**config.mk**
```make
export PLATFORM = sky130hd
export DESIGN_NAME = fir_l2_serializer
export DESIGN_NICKNAME = d
export VERILOG_FILES = /design/src/rtl/fir_pkg.sv /design/src/rtl/fir_pair_fifo.sv /design/src/rtl/fir_l2_serializer.sv
export SDC_FILE = /design/constraint.sdc
export NUM_CORES = 1
export LEC_CHECK = 0
export BUFFER_PORTS_ARGS = -buffer_cell sky130_fd_sc_hd__buf_2
export CELL_PAD_IN_SITES_DETAIL_PLACEMENT = 0
export CELL_PAD_IN_SITES_GLOBAL_PLACEMENT = 1
export CORE_MARGIN = 8
export CORE_UTILIZATION = 46
export CTS_CLUSTER_SIZE = 28
export DETAILED_ROUTE_END_ITERATION = 16
export GPL_TIMING_DRIVEN = 0
export PLACE_DENSITY = 0.78
export SYNTH_ARGS = -nofsm -noshare
export SYNTH_HDL_FRONTEND = slang
export SYNTH_HIERARCHICAL = 1
export SYNTH_SLANG_ARGS = --single-unit
```
**constraint.sdc**
```tcl
create_clock -name clk -period 2.85 [get_ports clk]
set_clock_uncertainty 0.05 [all_clocks]
set_input_delay 0.1425 -clock clk [delete_from_list [all_inputs] [get_ports clk]]
set_output_delay 0.1425 -clock clk [all_outputs]
set_load 0.01 [all_outputs]
```
**src/rtl/fir_pkg.sv**
```systemverilog
`default_nettype none
// ============================================================================
// Package     : fir_pkg
// Description : Shared constants and phase type for the L=2 FIR datapath.
// Revision    : 1.0  initial release
// ============================================================================
package fir_pkg;

    localparam int DATA_W = 24;
    localparam int L      = 2;

    typedef enum logic {
        PH_EVEN = 1'b0,
        PH_ODD  = 1'b1
    } phase_t;

endpackage
`default_nettype wire

```
**src/rtl/fir_pair_fifo.sv**
```systemverilog
`default_nettype none
// ============================================================================
// Module      : fir_pair_fifo
// Description : Circular buffer of even/odd sample pairs with occupancy level.
// Revision    : 1.0  initial release
// ============================================================================
module fir_pair_fifo #(
    parameter int WIDTH = 48,
    parameter int DEPTH = 4
) (
    input  logic                     clk,
    input  logic                     reset,
    input  logic                     flush,
    input  logic                     wr_en,
    input  logic [WIDTH-1:0]         wr_data,
    input  logic                     rd_en,
    output logic [WIDTH-1:0]         rd_data,
    output logic [$clog2(DEPTH):0]   level
);

    localparam int          AW     = $clog2(DEPTH);
    localparam logic [AW:0] c_full = (AW+1)'(DEPTH);

    logic [WIDTH-1:0] r_mem [DEPTH];
    logic [AW-1:0]    r_wr_ptr;
    logic [AW-1:0]    r_rd_ptr;
    logic [AW:0]      r_level;
    logic             w_wr;
    logic             w_rd;

    assign w_wr    = wr_en && (r_level != c_full);
    assign w_rd    = rd_en && (r_level != '0);
    assign rd_data = r_mem[r_rd_ptr];
    assign level   = r_level;

    // Pointers are exactly AW bits wide, so wrap modulo DEPTH is implicit.
    always_ff @(posedge clk or negedge reset) begin
        if (!reset) begin
            r_wr_ptr <= '0;
            r_rd_ptr <= '0;
            r_level  <= '0;
            for (int i = 0; i < DEPTH; i++) begin
                r_mem[i] <= '0;
            end
        end else if (flush) begin
            r_wr_ptr <= '0;
            r_rd_ptr <= '0;
            r_level  <= '0;
        end else begin
            if (w_wr) begin
                r_mem[r_wr_ptr] <= wr_data;
                r_wr_ptr        <= r_wr_ptr + AW'(1);
            end
            if (w_rd) begin
                r_rd_ptr <= r_rd_ptr + AW'(1);
            end
            case ({w_wr, w_rd})
                2'b10:   r_level <= r_level + (AW+1)'(1);
                2'b01:   r_level <= r_level - (AW+1)'(1);
                default: r_level <= r_level;
            endcase
        end
    end

endmodule
`default_nettype wire

```
**src/rtl/fir_l2_serializer.sv**
```systemverilog
`default_nettype none
// ============================================================================
// Module      : fir_l2_serializer
// Description : Buffers even/odd sample pairs and emits them as one serial
//               sample stream, even sample first.
// Revision    : 1.0  initial release
// ============================================================================
module fir_l2_serializer
    import fir_pkg::*;
#(
    parameter int DATA_W = fir_pkg::DATA_W,
    parameter int DEPTH  = 4
) (
    input  logic                        clk,
    input  logic                        reset,
    input  logic                        flush,
    input  logic                        in_valid,
    output logic                        in_ready,
    input  logic signed [DATA_W-1:0]    in_data1,
    input  logic signed [DATA_W-1:0]    in_data2,
    output logic                        out_valid,
    input  logic                        out_ready,
    output logic signed [DATA_W-1:0]    out_data,
    output logic                        out_phase,
    output logic [$clog2(DEPTH):0]      level
);

    localparam int          AW     = $clog2(DEPTH);
    localparam int          PAIR_W = L * DATA_W;
    localparam logic [AW:0] c_full = (AW+1)'(DEPTH);

    phase_t                   r_phase;
    logic signed [DATA_W-1:0] r_last;
    logic signed [DATA_W-1:0] w_sample;
    logic [PAIR_W-1:0]        w_head;
    logic [AW:0]              w_level;
    logic                     w_push;
    logic                     w_pop;
    logic                     w_retire;

    // Handshake flags come only from registered occupancy, never from out_ready.
    assign in_ready  = (w_level < c_full);
    assign out_valid = (w_level != '0);
    assign w_push    = in_valid && in_ready;
    assign w_pop     = out_valid && out_ready;
    assign w_retire  = w_pop && (r_phase == PH_ODD);

    assign w_sample  = (r_phase == PH_ODD) ? $signed(w_head[2*DATA_W-1:DATA_W])
                                           : $signed(w_head[DATA_W-1:0]);
    assign out_data  = out_valid ? w_sample : r_last;
    assign out_phase = r_phase;
    assign level     = w_level;

    fir_pair_fifo #(
        .WIDTH (PAIR_W),
        .DEPTH (DEPTH)
    ) u_fifo (
        .clk     (clk),
        .reset   (reset),
        .flush   (flush),
        .wr_en   (w_push),
        .wr_data ({in_data2, in_data1}),
        .rd_en   (w_retire),
        .rd_data (w_head),
        .level   (w_level)
    );

    // r_last captures each presented sample so the bus holds it once empty.
    always_ff @(posedge clk or negedge reset) begin
        if (!reset) begin
            r_phase <= PH_EVEN;
            r_last  <= '0;
        end else begin
            if (out_valid) begin
                r_last <= w_sample;
            end
            if (flush) begin
                r_phase <= PH_EVEN;
            end else if (w_pop) begin
                case (r_phase)
                    PH_EVEN: r_phase <= PH_ODD;
                    default: r_phase <= PH_EVEN;
                endcase
            end
        end
    end

endmodule
`default_nettype wire

```
==> flow_summary.json, run 1 <==
{
  "n_antenna_cell": 0,
  "syn_area_per_cell_um2": 16.09,
  "async_flop_share_pct": 100.0,
  "switching_share_pct": 25.18,
  "row_count": 55,
  "filler_cell_count": 1785,
  "dp.cells": 1014,
  "multi_input_area_um2": 4449,
  "p_clk_share_pct": 32.4,
  "worst_pin_slew_ns": 0.8305,
  "seq_area_frac_synth_pct": 53.93,
  "area_growth_pct": 21.11,
  "initial_core_util_pct": 46.33,
  "grt_pass1_vias": 7167,
  "port_buffers": 82,
  "synthCells": 646,
  "cts.sinks": 224,
  "drtAntennaViolNets": 0,
  "power_w": 0.01015,
  "cp.required_ns": 2.66,
  "drc": 0,
  "synthesis.area_um2": 10390,
  "maxCapViolCount": 0,
  "numCtsBuffers": 25,
  "synth_flop_cell": "dfrtp_1",
  "coreArea_um2": 22430,
  "switchingPower_w": 0.002555,
  "setup-violations-final": 0,
  "synth.top_cells.by_area": "dfrtp_1, mux2_2, mux2_4",
  "grt_pass1_wl_um": 39810,
  "holdWs_ns": 0.1359,
  "rrSetupSlack_ns": 0.17,
  "hold_viol": 0,
  "startpoint_type": "flop",
  "clk_pin_slew_ns": 0.06,
  "final_cell_area_um2": 12590,
  "worst-path-max-fanout": 10,
  "antenna_found_initial": 0,
  "grt_overflow": 0,
  "status": "finished clean",
  "power.leakage_nw": 5.734,
  "first_pass_iters": 4,
  "power_frac_seq_pct": 45.5,
  "synth_nets": 704,
  "fmax_mhz": 368.0,
  "fin_nets": 864,
  "worstPathArrival_ns": 2.53,
  "min_path_type": "input port to flop",
  "layout-drive-gt1-share_pct": 49.94,
  "synth.distinct_cells": 36,
  "dieArea_um2": 27660,
  "fin_cells": 1108,
  "synth_edf_count": 0,
  "cp-end-kind": "output port",
  "slew_viol_final": 0,
  "vias_per_cell": 5.637,
  "post_drt_wl_per_cell_um": 22.41,
  "fin_crit_sh_pct": 95.36,
  "grt_setup_unrepaired": "yes",
  "synth-seq-cells": 224,
  "vias": 6246,
  "die_w_um": 166.3,
  "vdd_ir_drop_max_mv": 0.5275,
  "synth_top_area_share_pct": 53.93,
  "cts_max_level": 1,
  "dp_hpwl_um": 16710,
  "track_usage_pct": 18.04,
  "placed_area_um2": 11200,
  "drt-total-wl_um": 24830,
  "critPathKind": "flop to output port",
  "detailedRoute.firstIterationViolations": 397,
  "power_frac_comb_pct": 22.0,
  "grt_max_degree": 120,
  "final-seq-area_um2": 5608,
  "yosys.area.top_type": "dfrtp_1",
  "io-pin-count": 83,
  "period_needed_ns": 2.718,
  "die_h_um": 166.3,
  "relSlewSlack_pct": 44.63,
  "ys_warn_count": 6,
  "insertion_delay_ns": 0.52,
  "internal-power_w": 0.007592,
  "cellPowerDensity_nw_per_um2": 806.1,
  "gp_congestion": 0.8306,
  "postCtsSetupBuffers": 0,
  "cts_tree": "yes",
  "clockBufferDepth": 3,
  "cts_root_buffer": "clkbuf_16"
}
flip-flops by register name, summed over array words and instances (netlist names):
name / cells
u_fifo/r_wr_ptr: 2
u_fifo/r_rd_ptr: 2
r_last: 24
out_phase: 1
u_fifo/level: 3
u_fifo/r_mem: 192
routing by layer:
| layer | track usage [%] | up-vias | part of all wire, % |
|---|---|---|---|
| met2 | 31.45 | 140 | 51 |
| met3 | 2.234 | 40 | 3.0 |
| met5 | 0 | - | 0 |
| li1 | - | 2733 | - |
| met1 | 23.00 | 3333 | 43 |
| met4 | 6.032 | 0 | 2.5 |
synth_stat cells, types with 2 or more instances:
| library cell | number |
|---|---|
| a21oi_1 | 27 |
| buf_1 | 2 |
| buf_2 | 17 |
| buf_6 | 16 |
| clkbuf_1 | 15 |
| dfrtp_1 | 224 |
| ha_1 | 4 |
| inv_1 | 5 |
| mux2_2 | 113 |
| mux2_4 | 80 |
| mux2i_1 | 25 |
| mux4_2 | 48 |
| nand2_1 | 3 |
| nand2_2 | 4 |
| nand3_1 | 2 |
| nor2_1 | 10 |
| nor2b_1 | 3 |
| nor4_1 | 24 |
| o21ai_0 | 5 |
| xnor2_1 | 2 |
| xor2_1 | 2 |
placed cells by master, fill, tap and decap left out, types with 2 or more instances in the layout:
cell type      netlist  final
a21oi_1             27     27
buf_2               17     94
buf_6               16     16
bufinv_16            0      3
clkbuf_1            15     16
clkbuf_16            0     25
clkbuf_2             0      3
clkbuf_4             0      5
clkbuf_8             0      7
clkinv_2             0      3
dfrtp_1            224    222
dfrtp_2              0      2
dlygate4sd3_1        0     51
ha_1                 4      4
inv_1                5      5
mux2_2             113    113
mux2_4              80     80
mux2i_1             25     25
mux4_2              48     48
nand2_1              3      3
nand2_2              4      4
nand3_1              2      2
nor2_1              10     10
nor2b_1              3      3
nor4_1              24     24
o21ai_0              5      4
xnor2_1              2      2
xor2_1               2      2
power by group through the flow:
stage          clock network [W]  registers, W  logic (W)
3_5_place_dp                   0       0.00466    0.00219
3_3_place_gp                   0       0.00455    0.00209
4_1_cts                  0.00337       0.00461    0.00226
6_report                 0.00329       0.00462    0.00224
2_1_floorplan                  0       0.00447    0.00163
5_1_grt                  0.00350       0.00472    0.00241
critical path, cell delays in order, from the launching register on:
cell,delay (ns)
dfrtp_1,0.38
clkbuf_2,0.35
clkbuf_2,0.41
mux4_2,0.36
mux2i_1,0.21
a21oi_1,0.13
buf_2,0.16
final timing paths:
path / end / from / depth (start not counted)
worst min-delay path: u_fifo/r_wr_ptr[0] / flush / 3
min in group asynchronous: u_fifo/r_mem[56] / reset / 2
max in group asynchronous: u_fifo/r_mem[164] / reset / 3
worst max-delay path: out_data[10] / u_fifo/r_rd_ptr[1] / 6
worst min register to register: u_fifo/r_mem[68] / u_fifo/r_mem[68] / 1
worst max register to register: u_fifo/level[1] / u_fifo/level[1] / 10
what timing repair did:
action / 4_1_cts / 5_1_grt
gates cloned: 0 / 0
gates resized for setup: 7 / 9
pin swaps: 0 / 0
hold endpoints to repair: 298 / 0
hold buffers: 51 / 0
setup endpoints to repair: 12 / 7
logic make-up after synthesis:
group,Yosys count,synth area share (%)
AOI/OAI and AO/OA,41,2.324
adders and majority gates,5,0.6742
xor gates and xnor gates,4,0.3371
DFF,224,53.93
and+or+nand+nor,51,2.781
buffers and inverters,55,3.347
muxes,266,36.61
through the flow:
step | setup TNS [ns] | setup slack, ns | utilization [%]
finish | 0 | 0.1323 | 56.11
global route | 0 | 0.0003595 | 56.11
CTS | 0 | 0.006588 | 56.03
detailed placement | -0.6153 | -0.4027 | 49.92
global placement | -417.24 | -1.878 | 49.75
floorplan | 0 | 0.06331 | -
area by class of cell:
cell class,instances,share of cell area [%]
Timing Repair Buffer,134,7.614
Inverter,5,0.1491
Buffer,49,2.723
Multi-Input combinational cell,367,35.34
Clock inverter,7,0.9045
Sequential cell,224,44.55
Clock buffer,37,5.884
Tap cell,285,2.833
Power figures use the tool's default switching activity.
==> run 2: changes to the inputs <==
--- a/config.mk
+++ b/config.mk
@@ -5,9 +5,11 @@
 export SDC_FILE = /design/constraint.sdc
 export NUM_CORES = 1
 export LEC_CHECK = 0
+export ABC_AREA = 0
 export BUFFER_PORTS_ARGS = -buffer_cell sky130_fd_sc_hd__buf_2
 export CELL_PAD_IN_SITES_DETAIL_PLACEMENT = 0
 export CELL_PAD_IN_SITES_GLOBAL_PLACEMENT = 1
+export CORE_ASPECT_RATIO = 1.2
 export CORE_MARGIN = 8
 export CORE_UTILIZATION = 46
 export CTS_CLUSTER_SIZE = 28
==> constraint.sdc (replaced) <==
create_clock -name clk -period 2.85 [get_ports clk]
set_clock_uncertainty 0.05 [all_clocks]
set_input_delay 0.57 -clock clk [delete_from_list [all_inputs] [get_ports clk]]
set_output_delay 0.57 -clock clk [all_outputs]
set_load 0.01 [all_outputs]
==> flow_summary.json, run 2 (synthesis results as in run 1) <==
{
  "status": "finished clean",
  "dieArea_um2": 27680,
  "period_needed_ns": 2.797,
  "rr_worst_depth": 10,
  "cts.sinks": 224,
  "cts_tree": "yes",
  "layout-drive-gt1-share_pct": 58.12,
  "cp-end-kind": "output port",
  "path_cells": "buf_2 -> or3_4 -> buf_6 -> buf_6 -> a21oi_2 -> buf_2",
  "fin_crit_sh_pct": 98.15,
  "rrSetupSlack_ns": 0.08,
  "slew_viol_final": 0,
  "startpoint_type": "flop",
  "drc": 0,
  "r2r-end": "u_fifo/level[1]",
  "slowest_delay_ns": 0.45,
  "drt-total-wl_um": 24480,
  "worst_pin_slew_ns": 0.9775,
  "grt_setup_unrepaired": "yes",
  "largest_reg_flops": 192,
  "post_drt_wl_per_cell_um": 23.18,
  "grt_max_degree": 127,
  "hold_buffers": 0,
  "worst-path-max-fanout": 10,
  "initial_core_util_pct": 46.62,
  "coreArea_um2": 22300,
  "area_growth_pct": 17.86,
  "setup_tns_ns": 0,
  "maxCapViolCount": 0,
  "cts_max_level": 1,
  "crit_slowest_cell": "dfrtp_2",
  "first_pass_iters": 4,
  "setup_ws_ns": 0.05277,
  "io-pin-count": 83,
  "drtAntennaViolNets": 0,
  "clockBufferDepth": 3,
  "fin_nets": 818,
  "grt_pass1_wl_um": 39210,
  "port_buffers": 82,
  "numCtsBuffers": 24,
  "min_path_type": "input port to async pin",
  "clk_pin_slew_ns": 0.06,
  "vias_per_cell": 5.675,
  "insertion_delay_ns": 0.50,
  "row_count": 60,
  "setup-violations-final": 0,
  "cellPowerDensity_nw_per_um2": 804.4,
  "die_h_um": 180.7,
  "antenna_found_initial": 0,
  "filler_cell_count": 1787,
  "dp_slack_ns": -0.3706,
  "hold_viol": 0,
  "relSlewSlack_pct": 34.83,
  "dp_hpwl_um": 16590,
  "grt_pass1_vias": 6963,
  "gp_congestion": 0.8510,
  "track_usage_pct": 17.89,
  "r2r_start": "u_fifo/level[1]",
  "vdd_ir_drop_max_mv": 0.4614,
  "worstPathArrival_ns": 2.18,
  "layout_commonest_cell": "dfrtp_1",
  "layout_common_cells": "dfrtp_1, mux2_2, buf_2, mux2_4, mux4_2",
  "fmax_mhz": 357.5,
  "regMostFlops": "u_fifo/r_mem",
  "detailedRoute.firstIterationViolations": 275,
  "cts_root_buffer": "clkbuf_16",
  "critPathKind": "flop to output port",
  "grt_overflow": 0,
  "power.leakage_nw": 5.572,
  "vias": 5993,
  "holdWs_ns": 0.09554,
  "die_w_um": 153.2,
  "cp.required_ns": 2.23
}
==> run 2: final cells by class <==
cell class / instances / area (um^2) / share of cell area [%]
timing repair buffer: 90 / 504.2 / 4.116
tap: 279 / 349.1 / 2.850
clock inverter: 8 / 67.56 / 0.5515
inverter: 5 / 18.77 / 0.1532
antenna: 1 / 2.502 / 0.02043
buffer: 48 / 430.4 / 3.513
clock buffer: 34 / 679.4 / 5.546
multi-input combinational: 367 / 4589 / 37.46
sequential: 224 / 5609 / 45.79
==> run 2: report_power, final <==
group	switching, W	internal [W]	total [W]
clock	0.00120	0.00174	0.00294
sequential	0.000482	0.00414	0.00462
combinational	0.000886	0.00141	0.00229
total	0.00257	0.00729	0.00985
==> run 2: metal layers <==
layer  GRT usage, %  up-vias  wire length, um
li1               -     2631                -
met1          21.98     3193            10250
met3          3.431       33             1186
met2          31.91      136            12600
met5              0        -                0
met4          4.044        0              440
==> run 2: timing repair <==
action	in CTS	in global routing
setup buffers	0	7
endpoints found under the setup margin	26	26
gates resized for setup	36	44
hold endpoints to repair	0	0
==> run 2: per-stage QoR <==
step,instances,cell area (um^2),total power (W),util (%)
finish,1056,12250,0.009854,54.94
global route,1055,12250,0.01035,54.93
CTS,1048,12020,0.009857,53.93
detailed placement,1008,11190,0.006834,50.19
global placement,1007,11150,0.006644,50.02
floorplan,646,10390,0.006101,-
==> run 2: worst max-delay path, delay by kind of cell, from the launching register on <==
kind,cells,cell delay [ns]
and+or+nand+nor,1,0.38
DFF,1,0.45
buffers and inverters,4,0.66
AOI/OAI and AO/OA,1,0.18
==> run 2: worst max-delay path by stage <==
stage	from	endpoint	slack [ns]
after global routing	out_phase	u_fifo/level[1]	-0.06
final	u_fifo/level[1]	out_data[14]	0.05
after global placement	reset	u_fifo/r_mem[48]	-2.34
after floorplan	u_fifo/level[0]	u_fifo/level[1]	0.06
after detailed placement	u_fifo/r_rd_ptr[1]	out_data[4]	-0.37
after CTS	u_fifo/r_rd_ptr[0]	out_data[4]	-0.02
